==> config.mk <==
export PLATFORM = sky130hd
export DESIGN_NAME = pipe_ctrl
export DESIGN_NICKNAME = d
export VERILOG_FILES = /design/src/rtl/pipe_ctrl.sv
export SDC_FILE = /design/constraint.sdc
export NUM_CORES = 1
export LEC_CHECK = 0
export CAP_MARGIN = 20
export CORE_AREA = 3 3 41 43
export CTS_BUF_LIST = sky130_fd_sc_hd__clkbuf_4
export DETAILED_ROUTE_END_ITERATION = 8
export DIE_AREA = 0 0 44 46
export PLACE_DENSITY = 0.77
export SLEW_MARGIN = 15
export SYNTH_ARGS = -nofsm -noshare
export SYNTH_HDL_FRONTEND = slang
export SYNTH_SLANG_ARGS = --single-unit
==> constraint.sdc <==
create_clock -name clk -period 2.5 [get_ports clk]
set_input_delay 0.625 -clock clk [delete_from_list [all_inputs] [get_ports clk]]
set_output_delay 0.625 -clock clk [all_outputs]
set_load 0.01 [all_outputs]
==> src/rtl/pipe_ctrl.sv <==
// pipe_ctrl: valid/ready controller for a STAGES-deep datapath with bubble collapse, clocked on the falling edge.
// Defining PIPE_CTRL_STATS_EN adds the done_cnt/stall_cnt statistics outputs.
module pipe_ctrl #(
    parameter int STAGES = 4
) (
    input  logic              clk,
    input  logic              reset,
    input  logic              in_valid,
    output logic              in_ready,
    input  logic              out_ready,
    output logic              out_valid,
    input  logic              flush,
    output logic [STAGES-1:0] stage_en,
    output logic [STAGES-1:0] stage_valid,
    output logic [4:0]        count,
`ifdef PIPE_CTRL_STATS_EN
    output logic [15:0]       done_cnt,
    output logic [15:0]       stall_cnt,
`endif
    output logic              busy
);

    logic [STAGES-1:0] r_v;
    logic [4:0]        r_count;
    logic [STAGES-1:0] w_rdy;
    logic [STAGES-1:0] w_vNext;
    logic [STAGES-1:0] w_load;
    logic              w_live;
    logic              w_accept;
    logic              w_emit;

    // A stage is ready unless it and every stage after it is full and the sink is stalled.
    always_comb begin : readyChain
        logic fullAbove;
        fullAbove = 1'b1;
        for (int i = STAGES - 1; i >= 0; i--) begin
            fullAbove = fullAbove & r_v[i];
            w_rdy[i]  = out_ready | ~fullAbove;
        end
    end

    always_comb begin
        w_vNext   = r_v;
        w_load    = '0;
        if (w_rdy[0]) begin
            w_vNext[0] = in_valid;
        end
        w_load[0] = w_rdy[0] & in_valid;
        for (int i = 1; i < STAGES; i++) begin
            if (w_rdy[i]) begin
                w_vNext[i] = r_v[i-1];
            end
            w_load[i] = w_rdy[i] & r_v[i-1];
        end
    end

    // Gating with reset keeps the handshake quiet while the controller is held in reset.
    assign w_live      = reset & ~flush;
    assign in_ready    = w_rdy[0] & w_live;
    assign stage_en    = w_load & {STAGES{w_live}};
    assign out_valid   = r_v[STAGES-1];
    assign stage_valid = r_v;
    assign count       = r_count;
    assign busy        = (r_count != 5'd0);
    assign w_accept    = in_valid & in_ready;
    assign w_emit      = out_valid & out_ready & ~flush;

    always_ff @(negedge clk or negedge reset) begin
        if (!reset) begin
            r_v     <= '0;
            r_count <= 5'd0;
        end else if (flush) begin
            r_v     <= '0;
            r_count <= 5'd0;
        end else begin
            r_v <= w_vNext;
            if (w_accept && !w_emit) begin
                r_count <= r_count + 5'd1;
            end else if (!w_accept && w_emit) begin
                r_count <= r_count - 5'd1;
            end
        end
    end

`ifdef PIPE_CTRL_STATS_EN
    logic [15:0] r_doneCnt;
    logic [15:0] r_stallCnt;

    // Statistics survive flush; only reset clears them. done wraps, stall saturates.
    always_ff @(negedge clk or negedge reset) begin
        if (!reset) begin
            r_doneCnt  <= 16'd0;
            r_stallCnt <= 16'd0;
        end else begin
            if (w_emit) begin
                r_doneCnt <= r_doneCnt + 16'd1;
            end
            if (out_valid && !out_ready && (r_stallCnt != 16'hFFFF)) begin
                r_stallCnt <= r_stallCnt + 16'd1;
            end
        end
    end

    assign done_cnt  = r_doneCnt;
    assign stall_cnt = r_stallCnt;
`endif

endmodule

==> results.toml, run 1 <==
[outcome]
status = "finished with violations"
violations = "setup timing"

[sta]
hold_viol_final = 0
slew_headroom_pct = 76.0
setup_viol = 22
tightest_slew_ns = 0.359
fin_ws_ns = -1.11
worst_clock_skew_ns = 0.00424
final-max-slew-violation-count = 0
rsz0062_at_grt = "yes"

[grt]
grt_pass1_vias = 802
overflow = 0
antenna_found_initial = 0
track_usage_pct = 25.2
grt_max_degree = 13
grt_first_pass_wirelength_um = 3640

[placed_design]
portBuffers = 20
dp.cells = 123
gp_congestion = 0.893
place_ws_ns = -1.62
dp.final_hpwl_um = 1330

[synthesis]
synthMuxAreaShare_pct = 0
synth_nets = 81
synthCells = 71
synthAdderAreaFrac_pct = 11.4
dominantRegCellSynth = "dfrtn_1"
synth_top_family_by_area = "simple AND/OR/NAND/NOR gates"
synth_edf_count = 0
yosys_warnings = 0
synth_area_um2 = 614
ys_seq_area_share_pct = 36.7
avgSynthCellArea_um2 = 8.65
synth-xor-area-share_pct = 5.70
synth_seq_cells = 9
synthSimpleGateAreaFrac_pct = 26.9
synthArstFlopShare_pct = 100
yosysUniqueCellTypes = 26
synth-compound-area-share_pct = 15.1

[min_path]
min_path_type = "flip-flop to flip-flop"
hold-path-cell-count = 4
worst_hold_path.endpoint = "stage_valid[3]"
hp-start = "stage_valid[2]"

[pwr]
seqPwrFrac_pct = 32.0
vdd_drop_max_v = 0.000350
p_comb_share_pct = 43.1
power.internal_mw = 0.335
pwr_density_cell_mw_per_mm2 = 428
leakagePower_nw = 0.609
p_sw_share_pct = 36.2
p_switching_mw = 0.190
pwr-share-clk_pct = 24.9

[die]
start_util_pct = 46.1
ios = 21
die_h_um = 46
dieArea_mm2 = 0.00202
coreArea_mm2 = 0.00133
die_x_um = 44
rows = 13

[critical_path]
crit_family = "compound AO/OA/AOI/OAI gates"
crit_path_max_fanout = 3
path_class = "input pin to flip-flop"
worst_path_max_delay_cell = "ha_1"
worstPathBufferInverterCount = 2
cpPeakStageDelay_ns = 0.34
reg2reg_depth = 11
crit_chain = "buf_6 > nand3b_1 > a211oi_4 > inv_2 > ha_1 > a21o_1 > a21oi_2 > xnor2_2 > o21ai_1 > a21oi_2"
r2r_setup_slack_ns = 0.10
cpMostUsedCell = "a21oi_2"
r2r_end = "count[4]"
r2r-start = "stage_valid[3]"
worstPathRequired_ns = 1.38
worstSetupEndpointType = "flip-flop"
worstPathArrival_ns = 2.49
start_kind = "input pin"

[detailed_routing]
drtIter0Drc = 14
ant_nets = 0
wl_um = 2920
wl_per_cell_um = 20.8
drtPass1Iterations = 4
routed-via-count = 811
remaining_drc_errors = 0
vias_per_cell = 5.79

[final_layout]
fin_nets = 136
fillerInstances = 55
final_layout_size_suffix_gt1_share_pct = 68.0
final_common_cell = "buf_4"
antenna_cells = 0
layout_common_cells = "22 x buf_4, 19 x buf_6, 9 x nand2_1, 9 x dfrtn_1, 8 x buf_2"
area_delta_synth_final_pct = 99.8
stdcell_count = 140

[cts]
ctsLongestPathBuffers = 2
cts.clk_slew.worst_paths_ns = 0.06
clk_latency_ns = 0.28
root_buffer = "clkbuf_4"
cts_buffers = 3
clock_sinks = 9
cts-htree-levels = 1
cts_tree = "done"
postCtsHoldBufs = 0

[run]
drv_cap = 0
worst register-to-register path, delay by kind of cell (launching register included):
family | cells | cell delay [ns]
fa+ha+maj | 1 | 0.34
compound gates | 5 | 0.91
xor+xnor | 1 | 0.09
simple gates | 1 | 0.18
flops | 1 | 0.38
buf+inv | 3 | 0.34
final cells by class:
class	instances	area, um^2	area share, %
well taps	15	18.8	1.53
repair buffers	53	449	36.6
clock inverters	1	5.00	0.408
multi-input cells	58	503	41.0
flip-flops and latches	9	225	18.3
inverters	1	3.75	0.306
clock buffers	3	22.5	1.83
state kept, by name (all words and copies together), names as in the netlist:
register / cells
count: 5
stage_valid: 4
Yosys cell counts, types with 2 or more instances:
library cell	n	share of area [%]
dfrtn_1	9	37
nand2_1	11	6.7
xnor2_1	3	4.3
ha_1	4	8.1
and2_1	2	2.0
nor2_1	13	7.9
a21o_1	2	2.4
a21oi_1	9	7.3
power groups by stage:
stage	Clock [mW]	Combinational, mW	Sequential, mW
final	0.131	0.226	0.168
after global routing	0.136	0.241	0.169
after CTS	0.118	0.190	0.165
after detailed placement	0	0.167	0.168
after global placement	0	0.161	0.167
after floorplan	0	0.0701	0.176
through the flow:
stage | power, mW | TNS (ns) | utilization, % | instance area [um^2] | hold WS [ns]
finish | 0.525 | -11.87 | 92.0 | 1230 | 0.684
global route | 0.546 | -12.69 | 92.0 | 1230 | 0.722
CTS | 0.473 | -10.83 | 83.4 | 1110 | 0.564
detailed placement | 0.335 | -17.53 | 74.0 | 987 | 0.556
global placement | 0.329 | -16.95 | 74.0 | 987 | 0.545
floorplan | 0.246 | -5.43 | - | 641 | 0.519
how the worst max path moves through the flow:
stage	from	to	slack (ns)	cells past startpoint
final	flush	count[4]	-1.11	10
after global routing	flush	count[4]	-1.26	10
after CTS	out_ready	count[4]	-1.04	10
after detailed placement	out_ready	count[4]	-1.62	10
after global placement	out_ready	count[4]	-1.55	10
after floorplan	out_ready	count[4]	-1.13	10
cells by family after synthesis:
kind of cell / after synthesis
DFF: 9
adders and majority gates: 5
and+or+nand+nor: 35
xor gates and xnor gates: 4
AOI/OAI and AO/OA: 14
buffers and inverters: 4
timing repair:
item / CTS / global route
pin swaps: 16 / 17
setup endpoints to repair: 25 / 23
buffers inserted: 7 / 11
resized for setup: 90 / 31
routing by layer:
metal	share of wire [%]	global-route usage [%]	wire, um	vias up
met3	5.5	3.56	161	18
met5	0	0	0	-
met4	4.9	13.3	142	0
met2	52	50.0	1520	54
met1	38	24.8	1100	392
li1	-	-	-	347
Note: power is estimated with default switching activity, not from simulation.
==> inputs of run 2 (changes only) <==
Settings changed: SKIP_LAST_GASP set to 1.
==> results.toml, run 2 (synthesis gave the netlist of run 1 again) <==
[final_layout]
largest_register_ffs = 5
seq_area_um2 = 225
layout_common_cells = "22 x buf_4, 18 x buf_6, 9 x nand2_1, 9 x dfrtn_1"
final_layout_size_suffix_gt1_share_pct = 66.9
antenna_cells = 0
multi_input_area_um2 = 500
area_delta_synth_final_pct = 97.6
fillerInstances = 58
final_common_cell = "buf_4"
fin_nets = 135

[detailed_routing]
wl_um = 2800
drtPass1Iterations = 4
ant_nets = 0
routed-via-count = 829
remaining_drc_errors = 0
wl_per_cell_um = 20.1
drtIter0Drc = 32
vias_per_cell = 5.96

[grt]
antenna_found_initial = 0
track_usage_pct = 25.1
grt_pass1_vias = 803
grt_first_pass_wirelength_um = 3620
overflow = 0
grt_max_degree = 13

[sta]
hold_viol_final = 0
setup_viol = 22
fin_ws_ns = -1.05
slew_headroom_pct = 77.6
final-max-slew-violation-count = 0
rsz0062_at_grt = "yes"
tightest_slew_ns = 0.335
worst_clock_skew_ns = 0.00503

[die]
die_x_um = 44
start_util_pct = 46.1
ios = 21
dieArea_mm2 = 0.00202
die_h_um = 46
coreArea_mm2 = 0.00133
rows = 13

[critical_path]
worstPathRequired_ns = 1.39
worstSetupEndpointType = "flip-flop"
crit_path_max_fanout = 3
path_class = "input pin to flip-flop"
worstPathArrival_ns = 2.43
start_kind = "input pin"

[cts]
cts_tree = "done"
root_buffer = "clkbuf_4"
cts_buffers = 3
ctsLongestPathBuffers = 2
cts.clk_slew.worst_paths_ns = 0.06
postCtsHoldBufs = 0
cts-htree-levels = 1
clk_latency_ns = 0.29
clock_sinks = 9

[placed_design]
dp.final_hpwl_um = 1330
portBuffers = 20
gp_congestion = 0.893
place_ws_ns = -1.62

[pwr]
leakagePower_nw = 0.603
p_sw_share_pct = 36.2
p_comb_share_pct = 42.5
pwr_density_cell_mw_per_mm2 = 434
total_power_mw = 0.527
p_switching_mw = 0.191
seqPwrFrac_pct = 31.8
power.internal_mw = 0.336
pwr-share-clk_pct = 25.7
vdd_drop_max_v = 0.000355

[outcome]
status = "finished with violations"
violations = "setup timing"

[min_path]
min_path_type = "flip-flop to flip-flop"

[run]
drv_cap = 0
run 2: metal layers:
metal	global-route usage [%]	vias up	share of wire (%)
li1	-	345	-
met1	25.0	406	36
met2	49.4	56	51
met3	3.56	22	6.2
met4	13.3	0	6.2
met5	0	-	0
run 2: power by group through the flow:
stage	sequential [mW]	combinational [mW]	clock (mW)
after floorplan	0.176	0.0701	0
after global placement	0.167	0.161	0
after detailed placement	0.168	0.167	0
after CTS	0.165	0.190	0.118
after global routing	0.169	0.236	0.135
final	0.168	0.224	0.135
run 2: repair_timing:
action	in CTS	in global routing
gates resized for setup	86	33
pin swaps	16	17
setup buffers	7	10
endpoints found under the setup margin	25	23
run 2: metrics by stage:
step	TNS, ns	utilization [%]	hold slack, ns	area [um^2]	cells
2_1_floorplan	-5.43	-	0.519	641	71
3_3_place_gp	-16.95	74.0	0.545	987	123
3_5_place_dp	-17.53	74.0	0.556	987	123
4_1_cts	-10.97	83.4	0.564	1110	133
5_1_grt	-12.22	91.0	0.685	1210	139
6_report	-11.52	91.0	0.655	1210	139
run 2: path summary, 6_finish.rpt:
| check | startpoint | endpoint | slack, ns | cells past startpoint |
|---|---|---|---|---|
| max in group asynchronous | reset | stage_valid[3] | 0.91 | 2 |
| worst max register to register | stage_valid[3] | count[4] | 0.23 | 9 |
| worst max-delay path | flush | count[4] | -1.05 | 10 |
| worst min register to register | count[4] | count[4] | 0.66 | 2 |
| min in group asynchronous | reset | stage_valid[0] | 1.40 | 2 |
| worst min-delay path | count[4] | count[4] | 0.66 | 2 |
run 2: final cells by class:
class	instances	area share, %
Inverter	1	0.309
Tap cell	15	1.55
Multi-Input combinational cell	58	41.2
Sequential cell	9	18.6
Clock inverter	1	0.412
Clock buffer	3	1.86
Timing Repair Buffer	52	36.1
run 2: critical path, stage by stage:
cell,delay (ns)
buf_6,0.09
nand3b_1,0.24
a211oi_4,0.29
inv_2,0.09
fa_2,0.39
a21o_1,0.18
a21oi_2,0.16
xnor2_2,0.09
o21ai_1,0.20
a21oi_2,0.08
